===== config.mk =====
export PLATFORM = sky130hd
export DESIGN_NAME = vram_loader
export DESIGN_NICKNAME = d
export VERILOG_FILES = /design/src/rtl/vram_loader.sv
export SDC_FILE = /design/constraint.sdc
export NUM_CORES = 1
export LEC_CHECK = 0
export CORE_ASPECT_RATIO = 0.7
export CORE_MARGIN = 2
export CORE_UTILIZATION = 48
export DETAILED_ROUTE_END_ITERATION = 12
export DONT_BUFFER_PORTS = 1
export GPL_TIMING_DRIVEN = 0
export HOLD_SLACK_MARGIN = 0.03
export SETUP_SLACK_MARGIN = 0.3
export SYNTH_ARGS = -nofsm -noshare
export SYNTH_HDL_FRONTEND = slang
export SYNTH_SLANG_ARGS = --single-unit

===== constraint.sdc =====
create_clock -name write_clk -period 2.17 [get_ports write_clk]
set_input_delay 0.217 -clock write_clk [delete_from_list [all_inputs] [get_ports write_clk]]
set_output_delay 0.217 -clock write_clk [all_outputs]
set_load 0.01 [all_outputs]

===== src/rtl/vram_loader.sv =====
// rtl/vram_loader.sv - copies DEPTH words from ROM into VRAM after a start request
module vram_loader #(
    parameter int DEPTH      = 2048,
    parameter int ADDR_W     = 11,
    parameter int ROM_ADDR_W = 12,
    parameter int DATA_W     = 9,
    parameter int ROM_LAT    = 1,
    parameter int ROM_BASE   = 0
) (
    input  logic                  write_clk,
    input  logic                  rst,
    input  logic                  start,
    input  logic                  hold,
    output logic [ROM_ADDR_W-1:0] rom_ad,
    output logic                  rom_ce,
    input  logic [DATA_W-1:0]     rom_data,
    output logic                  ram_ce,
    output logic [ADDR_W-1:0]     ram_wad,
    output logic [DATA_W-1:0]     ram_wdata,
    output logic                  busy,
    output logic                  done
);

    typedef enum logic [1:0] {IDLE, FILL, DRAIN, DONE} state_t;

    localparam logic [ADDR_W:0] LAST_IDX = (ADDR_W+1)'(DEPTH - 1);

    state_t              state_q, state_d;
    logic [ADDR_W:0]     rd_cnt_q, rd_cnt_d;
    logic [ROM_LAT-1:0]  vld_q, vld_d;
    logic [ROM_LAT-1:0]  vld_shift;
    logic [ADDR_W-1:0]   adr_q [ROM_LAT];
    logic [ADDR_W-1:0]   adr_d [ROM_LAT];

    // Dropping the oldest stage shows what survives the next edge once issuing has stopped.
    assign vld_shift = vld_q << 1;

    always_comb begin
        vld_d[0] = rom_ce;
        adr_d[0] = rd_cnt_q[ADDR_W-1:0];
        for (int i = 1; i < ROM_LAT; i++) begin
            vld_d[i] = vld_q[i-1];
            adr_d[i] = adr_q[i-1];
        end
    end

    always_comb begin
        state_d  = state_q;
        rd_cnt_d = rd_cnt_q;
        rom_ce   = 1'b0;
        case (state_q)
            IDLE, DONE: begin
                if (start) begin
                    state_d  = FILL;
                    rd_cnt_d = '0;
                end
            end
            FILL: begin
                if (!hold) begin
                    rom_ce   = 1'b1;
                    rd_cnt_d = rd_cnt_q + 1'b1;
                    if (rd_cnt_q == LAST_IDX) begin
                        state_d = DRAIN;
                    end
                end
            end
            DRAIN: begin
                if (vld_shift == '0) begin
                    state_d = DONE;
                end
            end
            default: state_d = IDLE;
        endcase
    end

    always_ff @(posedge write_clk or negedge rst) begin
        if (!rst) begin
            state_q  <= IDLE;
            rd_cnt_q <= '0;
            vld_q    <= '0;
            for (int i = 0; i < ROM_LAT; i++) begin
                adr_q[i] <= '0;
            end
        end else begin
            state_q  <= state_d;
            rd_cnt_q <= rd_cnt_d;
            vld_q    <= vld_d;
            for (int i = 0; i < ROM_LAT; i++) begin
                adr_q[i] <= adr_d[i];
            end
        end
    end

    assign rom_ad    = ROM_ADDR_W'(ROM_BASE) + ROM_ADDR_W'(rd_cnt_q);
    assign ram_ce    = vld_q[ROM_LAT-1];
    assign ram_wad   = adr_q[ROM_LAT-1];
    assign ram_wdata = ram_ce ? rom_data : '0;
    assign busy      = (state_q == FILL) || (state_q == DRAIN);
    assign done      = (state_q == DONE);

endmodule


==> flow_summary.json, run 1 <==
{
  "postRouteAntennaNets": 0,
  "start_util": 0.5101,
  "p_clk_frac": 0.164,
  "yosysWarningCount": 0,
  "rsz0062_at_grt": "true",
  "final_cell_mix": "dfrtp_1 (23), and2_1 (11), o21ai_0 (10)",
  "pwr-share-seq": 0.393,
  "syn2layout_area_growth_pct": 16.93,
  "cp_max_fo": 9,
  "synth_area_per_cell_sq_um": 10.71,
  "numCtsBuffers": 3,
  "endpoint": "rd_cnt_q[7]",
  "hpwl_um": 1715,
  "cts_tree": "yes",
  "slew_headroom": 0.7645,
  "antennaDiodeCount": 0,
  "power_leakage_nw": 0.6742,
  "synth-seq-cells": 26,
  "grt_pass1_wl_um": 4278,
  "grt_start_max_net_pins": 27,
  "seq_area_sq_um": 654.4,
  "dieArea_sq_um": 3066,
  "postSynth.asyncResetShare": 1.000,
  "fin_util": 0.5965,
  "clock_sinks": 26,
  "vias": 945,
  "max_freq_mhz": 557.2,
  "io_buffers": 0,
  "dr.first_iter.drc_count": 64,
  "hold_viol": 0,
  "grt_overflow": 0,
  "nets": 147,
  "htreeDepth": 1,
  "first_global_vias": 902,
  "grtUsageTotal": 0.1865,
  "synth_cell_type_count": 36,
  "cp_data_required_time_ns": 2.36,
  "power.switching_mw": 0.5768,
  "drv_slew": 0,
  "antenna_found_initial": 0,
  "fin_tns_setup_ns": 0,
  "crit_path_cell_trace": "inv_2, ha_4, nor2b_4, or3_4, buf_6, or3_1, o21ai_1",
  "multi_input_area_sq_um": 596.8,
  "setup_viol": 0,
  "drc_errors": 0,
  "cp_slowest_cell": "dfrtp_1",
  "worst-setup-path-type": "reg2reg",
  "wl_per_cell_um": 15.94,
  "slowest_delay_ns": 0.40,
  "r2r_start": "state_q[1]",
  "cts-root-buf": "clkbuf_8",
  "dpl_cell_area_sq_um": 1306,
  "crit_family": "simple AND/OR/NAND/NOR gates",
  "r2r-end": "rd_cnt_q[7]",
  "crit_path_start": "state_q[1]",
  "critPathArrivalTime_ns": 1.99,
  "internal_power_mw": 1.013,
  "crit_cells": 7,
  "swShare": 0.3628,
  "syn_nets": 135,
  "synth_ff_type": "dfrtp_1",
  "finalCritPeriodShare": 0.8270,
  "syn_area_sq_um": 1264,
  "peakVddDrop_v": 0.0004616,
  "reg2reg_slack_ns": 0.38,
  "tightest_slew_ns": 0.3532,
  "insertion_delay_ns": 0.26,
  "status": "finished, final reports clean",
  "drv_cap": 0,
  "clockBufferDepth": 2,
  "first_pass_iters": 3,
  "min_path_type": "in2reg",
  "critPathBufInv": 2,
  "layout-drive-gt1-share": 0.2422,
  "post_drt_via_cell_ratio": 5.833,
  "endpoint_kind": "register",
  "ff2ff_path_depth": 7,
  "fin_area_sq_um": 1478,
  "n_fill_cell": 213,
  "core_sq_um": 2477,
  "period_minus_slack_ns": 1.795,
  "wirelength_um": 2583,
  "routabilityCongestion": 0.7630,
  "rows": 15,
  "pwr-share-comb": 0.443,
  "synthCells": 118,
  "finClkSkew_ns": 0.003108,
  "io_pins": 49,
  "synth_seq_area_share": 0.5149,
  "crit_path_start_kind": "register",
  "mostFrequentLayoutCell": "dfrtp_1",
  "pwr_density_cell_nw_per_um2": 1076,
  "clk_transition_reported_paths_ns": 0.08,
  "fp.dieW_um": 65.33,
  "synth_edf_count": 0,
  "die_y_um": 46.93
}
-- worst min-delay path by stage --
| stage | start | to | slack, ns | cells after the start |
|---|---|---|---|---|
| after floorplan | rst | ram_ce | -0.08 | 0 |
| after global placement | rst | state_q[0] | -0.08 | 0 |
| after detailed placement | rst | state_q[0] | -0.08 | 0 |
| after CTS | hold | ram_ce | 0.08 | 1 |
| after global routing | hold | ram_ce | 0.07 | 1 |
| final | hold | ram_ce | 0.07 | 1 |
-- cells by family (layout without fill, tap and decap cells) --
kind of cell | after synthesis | in the layout | share of synthesized area
compound gates | 33 | 33 | 0.1683
buf+inv | 12 | 22 | 0.04950
fa+ha+maj | 4 | 4 | 0.03961
mux | 2 | 2 | 0.01584
simple gates | 41 | 41 | 0.2119
flops | 26 | 26 | 0.5148
-- power groups by stage --
stage | logic (mW) | clock network, mW | registers, mW
2_1_floorplan | 0.461 | 0 | 0.603
3_3_place_gp | 0.556 | 0 | 0.618
3_5_place_dp | 0.559 | 0 | 0.618
4_1_cts | 0.614 | 0.267 | 0.617
5_1_grt | 0.789 | 0.287 | 0.634
6_report | 0.705 | 0.260 | 0.625
-- Yosys cell counts, types with 2 or more instances --
| cell type | instances | area share |
|---|---|---|
| buf_6 | 2 | 0.018 |
| a21oi_1 | 5 | 0.020 |
| dfrtp_1 | 26 | 0.51 |
| inv_1 | 7 | 0.021 |
| or2b_1 | 2 | 0.012 |
| o31ai_1 | 6 | 0.036 |
| nand3_1 | 5 | 0.020 |
| or3_1 | 4 | 0.020 |
| and2_1 | 11 | 0.054 |
| buf_2 | 2 | 0.0079 |
| mux2i_1 | 2 | 0.016 |
| nand2_1 | 6 | 0.018 |
| ha_1 | 4 | 0.040 |
| nor2_1 | 2 | 0.0059 |
| a21o_1 | 2 | 0.012 |
| o21ai_0 | 11 | 0.044 |
| a22oi_1 | 2 | 0.012 |
-- state kept, by name, summed over array words and instances, names as in the netlist --
| signal | cells |
|---|---|
| ram_wad | 11 |
| ram_ce | 1 |
| state_q | 2 |
| rd_cnt_q | 12 |
-- metal layers --
layer,vias to the layer above,GRT usage,share of wire
met3,2,0.06475,0.063
met2,33,0.2673,0.43
li1,441,-,-
met5,-,0,0
met4,0,0.04167,0.0050
met1,469,0.2742,0.50
-- final cells by class --
| cell class | count | area share |
|---|---|---|
| Timing Repair Buffer | 7 | 0.04572 |
| Sequential cell | 26 | 0.4428 |
| Inverter | 7 | 0.01778 |
| Clock buffer | 3 | 0.02794 |
| Tap cell | 34 | 0.02879 |
| Multi-Input combinational cell | 80 | 0.4039 |
| Buffer | 5 | 0.03302 |
-- timing repair --
action,in CTS,in global routing
endpoints found under the setup margin,12,12
pin swaps,0,1
setup buffers,0,5
resized for setup,6,13
hold endpoints to repair,26,0
hold buffers,2,0
-- worst register-to-register path, stage by stage (launching register included) --
cell,delay (ns)
dfrtp_1,0.40
inv_2,0.10
ha_4,0.23
nor2b_4,0.13
or3_4,0.33
buf_6,0.15
or3_1,0.33
o21ai_1,0.07
-- per-stage QoR --
step	setup WS, ns	power, mW	hold slack, ns	cells
after global routing	0.2734	1.710	0.06936	162
after global placement	0.2163	1.174	-0.07791	152
after detailed placement	0.2176	1.177	-0.07790	152
after CTS	0.3029	1.498	0.07564	157
after floorplan	0.3671	1.064	-0.07859	118
final	0.3754	1.590	0.07442	162
Power figures use the tool's default switching activity.
==> run 2: changes to the inputs <==
--- a/config.mk
+++ b/config.mk
@@ -12,6 +12,7 @@
 export DONT_BUFFER_PORTS = 1
 export GPL_TIMING_DRIVEN = 0
 export HOLD_SLACK_MARGIN = 0.03
+export PLACE_DENSITY = 0.65
 export SETUP_SLACK_MARGIN = 0.3
 export SYNTH_ARGS = -nofsm -noshare
 export SYNTH_HDL_FRONTEND = slang
==> constraint.sdc (replaced) <==
create_clock -name write_clk -period 1.6 [get_ports write_clk]
set_input_delay 0.16 -clock write_clk [delete_from_list [all_inputs] [get_ports write_clk]]
set_output_delay 0.16 -clock write_clk [all_outputs]
set_load 0.01 [all_outputs]
==> run 2 against run 1 <==
  * The flow now finishes with violations (setup timing)
  * Global-route usage up 0.88 points
  * Via count up 1.5%
  * Sequential cell count unchanged
  * Critical path depth down 1
  * Combinational power up 60%
  * Clock skew up 0.0033 ns
  * Critical endpoint is now rd_cnt_q[9]
  * Largest cell class unchanged
  * Highest routed layer unchanged
==> flow_summary.json, run 2 (synthesized netlist as in run 1, its figures left out) <==
{
  "peakVddDrop_v": 0.0009103,
  "setup_viol": 12,
  "regMostFlops": "rd_cnt_q",
  "antenna_found_initial": 0,
  "io_buffers": 0,
  "reg2reg_slack_ns": -0.18,
  "grt_overflow": 0,
  "endpoint_kind": "register",
  "postRouteAntennaNets": 0,
  "worst_slack_ns": -0.1813,
  "dr.first_iter.drc_count": 46,
  "cts-root-buf": "clkbuf_8",
  "cp_max_fo": 7,
  "r2r_start": "state_q[0]",
  "finClkSkew_ns": 0.006396,
  "htreeDepth": 1,
  "tightest_slew_ns": 0.3789,
  "syn2layout_area_growth_pct": 27.33,
  "slowest_delay_ns": 0.45,
  "io_pins": 49,
  "drc_errors": 0,
  "fin_util": 0.6495,
  "nets": 154,
  "first_global_vias": 838,
  "routabilityCongestion": 0.8231,
  "cp_slowest_cell": "dfrtp_2",
  "crit_path_cell_trace": "ha_4, nor2b_4, or3_4, buf_6, or3_1, o21ai_1",
  "dieArea_sq_um": 3066,
  "fp.dieW_um": 65.33,
  "start_util": 0.5101,
  "worstHoldStart": "start",
  "die_y_um": 46.93,
  "worst-setup-path-type": "reg2reg",
  "cp_data_required_time_ns": 1.80,
  "min_path_type": "in2reg",
  "power_leakage_nw": 0.7362,
  "period_minus_slack_ns": 1.781,
  "core_sq_um": 2477,
  "antennaDiodeCount": 0,
  "grt_pass1_wl_um": 4353,
  "seq_area_sq_um": 654.4,
  "pwr_density_cell_nw_per_um2": 1568,
  "cts_tree": "yes",
  "rsz0062_at_grt": "true",
  "swShare": 0.3472,
  "clock_sinks": 26,
  "insertion_delay_ns": 0.28,
  "first_pass_iters": 4,
  "n_fill_cell": 199,
  "fin_area_sq_um": 1609,
  "finalCritPeriodShare": 1.113,
  "r2r-end": "rd_cnt_q[9]",
  "dpl_cell_area_sq_um": 1343,
  "hold_viol": 0,
  "violations": "setup timing",
  "crit_path_start_kind": "register",
  "multi_input_area_sq_um": 639.4,
  "whs_path_depth": 2,
  "drv_cap": 0,
  "post_drt_via_cell_ratio": 5.641,
  "max_freq_mhz": 561.4,
  "grt_start_max_net_pins": 27,
  "mostFrequentLayoutCell": "dfrtp_1",
  "layout-drive-gt1-share": 0.3309,
  "fin_total_pwr_mw": 2.523,
  "clk_transition_reported_paths_ns": 0.09,
  "vias": 959,
  "power.switching_mw": 0.8758,
  "hpwl_um": 1784,
  "whs_endpoint": "state_q[1]",
  "largest_reg_flops": 12,
  "wl_per_cell_um": 15.79,
  "final_cell_mix": "dfrtp_1 (23), buf_4 (12), and2_1 (11)",
  "status": "complete, but fails checks",
  "p_clk_frac": 0.215,
  "clockBufferDepth": 2,
  "worst_hold_slack_ns": 0.09577,
  "wirelength_um": 2685,
  "grtUsageTotal": 0.1953,
  "slew_headroom": 0.7474,
  "pwr-share-seq": 0.337,
  "ff2ff_path_depth": 6,
  "critPathArrivalTime_ns": 1.98,
  "numCtsBuffers": 3,
  "pwr-share-comb": 0.449,
  "place_ws_ns": -0.2079,
  "drv_slew": 0,
  "rows": 15,
  "internal_power_mw": 1.647
}
[run 2: cell count changes in the layout (fill, tap and decap cells not counted), sizes merged]
cell / change
buf: +8
clkbuf: -2
bufinv: +1
dlygate4sd3: +1
[run 2: routing by layer]
metal	vias up	global-route usage	part of all wire
met1	466	0.2710	0.47
met3	6	0.07674	0.070
met2	29	0.2776	0.45
met5	-	0	0
li1	458	-	-
met4	0	0.07500	0.014
[run 2: final cells by class]
cell class,count,share of cell area
flip-flops and latches,26,0.4067
repair buffers,14,0.07621
clock buffers,3,0.02566
plain buffers,5,0.03266
inverters,7,0.01633
well taps,34,0.02644
clock inverters,1,0.01866
multi-input cells,80,0.3974
[run 2: per-stage QoR]
stage               std cells  setup TNS (ns)
floorplan                 118         -0.2289
global placement          152          -1.233
detailed placement        152          -1.475
CTS                       166          -1.255
global route              170          -2.293
finish                    170          -1.338
[run 2: worst max path at each step]
stage,startpoint,end,slack (ns),cells after the start
6_report,state_q[0],rd_cnt_q[9],-0.18,6
5_1_grt,state_q[0],rd_cnt_q[9],-0.24,6
4_1_cts,state_q[1],rd_cnt_q[7],-0.18,7
3_5_place_dp,state_q[1],rd_cnt_q[7],-0.21,7
3_3_place_gp,state_q[1],rd_cnt_q[7],-0.19,7
2_1_floorplan,state_q[1],rd_cnt_q[7],-0.10,7
[run 2: critical path, delay by kind of cell (launching register included)]
family / cells / cell delay (ns)
AO/OA/AOI/OAI: 1 / 0.09
adder cells (fa/ha/maj): 1 / 0.27
buffers and inverters: 1 / 0.14
flip-flops: 1 / 0.45
AND/OR/NAND/NOR: 3 / 0.75
[run 2: power groups by stage]
| stage | Clock (mW) | Sequential (mW) | Combinational [mW] |
|---|---|---|---|
| final | 0.542 | 0.849 | 1.13 |
| after floorplan | 0 | 0.835 | 0.686 |
| after detailed placement | 0 | 0.860 | 0.823 |
| after CTS | 0.555 | 0.847 | 1.00 |
| after global routing | 0.592 | 0.864 | 1.24 |
| after global placement | 0 | 0.855 | 0.807 |
[run 2: timing repair]
| action | CTS | global route |
|---|---|---|
| endpoints found under the setup margin | 15 | 16 |
| hold buffers | 3 | 0 |
| pin swaps | 9 | 4 |
| hold endpoints to repair | 27 | 0 |
| buffers inserted | 7 | 4 |
| resized for setup | 17 | 8 |
==> run 3: changes to the inputs <==
--- a/config.mk
+++ b/config.mk
@@ -5,12 +5,12 @@
 export SDC_FILE = /design/constraint.sdc
 export NUM_CORES = 1
 export LEC_CHECK = 0
+export CAP_MARGIN = 10
 export CORE_ASPECT_RATIO = 0.7
 export CORE_MARGIN = 2
 export CORE_UTILIZATION = 48
 export DETAILED_ROUTE_END_ITERATION = 12
 export DONT_BUFFER_PORTS = 1
-export GPL_TIMING_DRIVEN = 0
 export HOLD_SLACK_MARGIN = 0.03
 export PLACE_DENSITY = 0.65
 export SETUP_SLACK_MARGIN = 0.3
==> constraint.sdc (replaced) <==
create_clock -name write_clk -period 1.51 [get_ports write_clk]
set_input_delay 0.151 -clock write_clk [delete_from_list [all_inputs] [get_ports write_clk]]
set_output_delay 0.151 -clock write_clk [all_outputs]
set_load 0.01 [all_outputs]
==> run 3 against run 2 <==
  * The flow still finishes with violations (setup timing)
  * Cell count is 12% higher
  * Global-route usage grew 1.2 points
  * Largest cell class is now multi-input combinational cells
  * Critical path type unchanged
  * Worst hold slack gained 0.0027 ns
  * Critical path depth unchanged
  * Critical endpoint is now rd_cnt_q[4]
  * Via count is 10% higher
==> flow_summary.json, run 3 (synthesized netlist as in run 1, its figures left out) <==
{
  "die_y_um": 46.93,
  "routabilityCongestion": 0.8443,
  "cts_tree": "yes",
  "fp.dieW_um": 65.33,
  "regMostFlops": "rd_cnt_q",
  "cp_max_fo": 6,
  "fin_cells": 191,
  "reg2reg_slack_ns": -0.23,
  "syn2layout_area_growth_pct": 46.04,
  "fin_tns_setup_ns": -2.546,
  "io_buffers": 0,
  "crit_path_cell_trace": "ha_4, mux2i_1, a21o_1, buf_4, o21ai_1, o31ai_2",
  "endpoint": "rd_cnt_q[4]",
  "grt_start_max_net_pins": 27,
  "first_global_vias": 949,
  "n_fill_cell": 171,
  "first_pass_iters": 4,
  "crit_path_start_kind": "register",
  "io_pins": 49,
  "fin_total_pwr_mw": 3.176,
  "r2r_start": "state_q[0]",
  "vias": 1055,
  "worstHoldStart": "start",
  "hold_viol": 0,
  "cp_data_required_time_ns": 1.68,
  "period_minus_slack_ns": 1.743,
  "grt_overflow": 0,
  "clockBufferDepth": 2,
  "worst-setup-path-type": "reg2reg",
  "endpoint_kind": "register",
  "start_util": 0.5101,
  "finClkSkew_ns": 0.003975,
  "worst_hold_slack_ns": 0.09844,
  "dp.cells": 173,
  "slew_headroom": 0.7882,
  "grtUsageTotal": 0.2072,
  "post_drt_via_cell_ratio": 5.524,
  "insertion_delay_ns": 0.27,
  "worst_slack_ns": -0.2335,
  "wl_per_cell_um": 17.49,
  "drc_errors": 0,
  "tightest_slew_ns": 0.3177,
  "mostFrequentLayoutCell": "buf_4",
  "power_leakage_nw": 0.8663,
  "dr.first_iter.drc_count": 94,
  "r2r-end": "rd_cnt_q[4]",
  "layout-drive-gt1-share": 0.4841,
  "drv_slew": 0,
  "antenna_found_initial": 0,
  "critPathBufInv": 1,
  "wirelength_um": 3341,
  "min_path_type": "in2reg",
  "postRouteAntennaNets": 0,
  "core_sq_um": 2477,
  "rsz0062_at_grt": "true",
  "crit_path_start": "state_q[0]",
  "dieArea_sq_um": 3066,
  "numCtsBuffers": 3,
  "drv_cap": 0,
  "ff2ff_path_depth": 6,
  "clk_transition_reported_paths_ns": 0.09,
  "peakVddDrop_v": 0.001396,
  "antennaDiodeCount": 0,
  "cp_slowest_cell": "dfrtp_2",
  "crit_cells": 6,
  "critPathArrivalTime_ns": 1.92,
  "cts-root-buf": "clkbuf_8",
  "nets": 175,
  "final_cell_mix": "buf_4 (31), dfrtp_1 (22), and2_1 (11)",
  "status": "complete, but fails checks",
  "finalCritPeriodShare": 1.155,
  "pwr_density_cell_nw_per_um2": 1721,
  "clock_sinks": 26,
  "setup_viol": 14,
  "htreeDepth": 1,
  "rows": 15,
  "violations": "setup timing",
  "grt_pass1_wl_um": 4657,
  "slowest_delay_ns": 0.46,
  "crit_family": "flip-flops",
  "max_freq_mhz": 573.6,
  "hpwl_um": 2189,
  "largest_reg_flops": 12
}
[run 3: cell types whose count changed in the layout (fill, tap and decap cells not counted), sizes merged]
cell	previous run	this run
buf	17	38
[run 3: cell type report]
class                   count  area [sq um]  area share
clock inverters             1         30.03     0.01627
multi-input cells          80         706.9      0.3831
well taps                  34         42.54     0.02305
repair buffers             40         340.3      0.1844
clock buffers               3         41.29     0.02237
flip-flops and latches     26         655.6      0.3553
inverters                   7         28.78     0.01559
[run 3: metrics by stage]
step	utilization	area [sq um]	setup WS (ns)
final	0.7449	1846	-0.2335
after global routing	0.7449	1846	-0.3132
after CTS	0.6641	1645	-0.1930
after detailed placement	0.6076	1505	-0.2776
after global placement	0.6076	1505	-0.2368
after floorplan	-	1305	-0.1916
[run 3: how the worst min path moves through the flow]
stage | depth (start not counted) | endpoint
2_1_floorplan | 0 | ram_ce
3_5_place_dp | 0 | ram_wad[5]
3_3_place_gp | 0 | ram_wad[9]
5_1_grt | 2 | state_q[1]
6_report | 2 | state_q[1]
4_1_cts | 2 | ram_ce
[run 3: per-layer routing]
layer	up-vias	routed length (um)	GRT usage
li1	501	-	-
met1	519	1463	0.2778
met2	29	1658	0.3306
met3	6	167	0.07194
met4	0	51	0.05000
met5	-	0	0
[run 3: power breakdown]
part / leakage, nW / switching (mW) / internal (mW)
registers: 0.348 / 0.0979 / 0.777
logic: 0.482 / 0.778 / 0.952
clock network: 0.0357 / 0.217 / 0.355
total: 0.866 / 1.09 / 2.08
[run 3: repair_timing]
item	4_1_cts	5_1_grt
pin swaps	2	6
resized for setup	6	35
hold endpoints to repair	26	1
buffers inserted	3	8
hold buffers	2	1
endpoints found under the setup margin	18	20
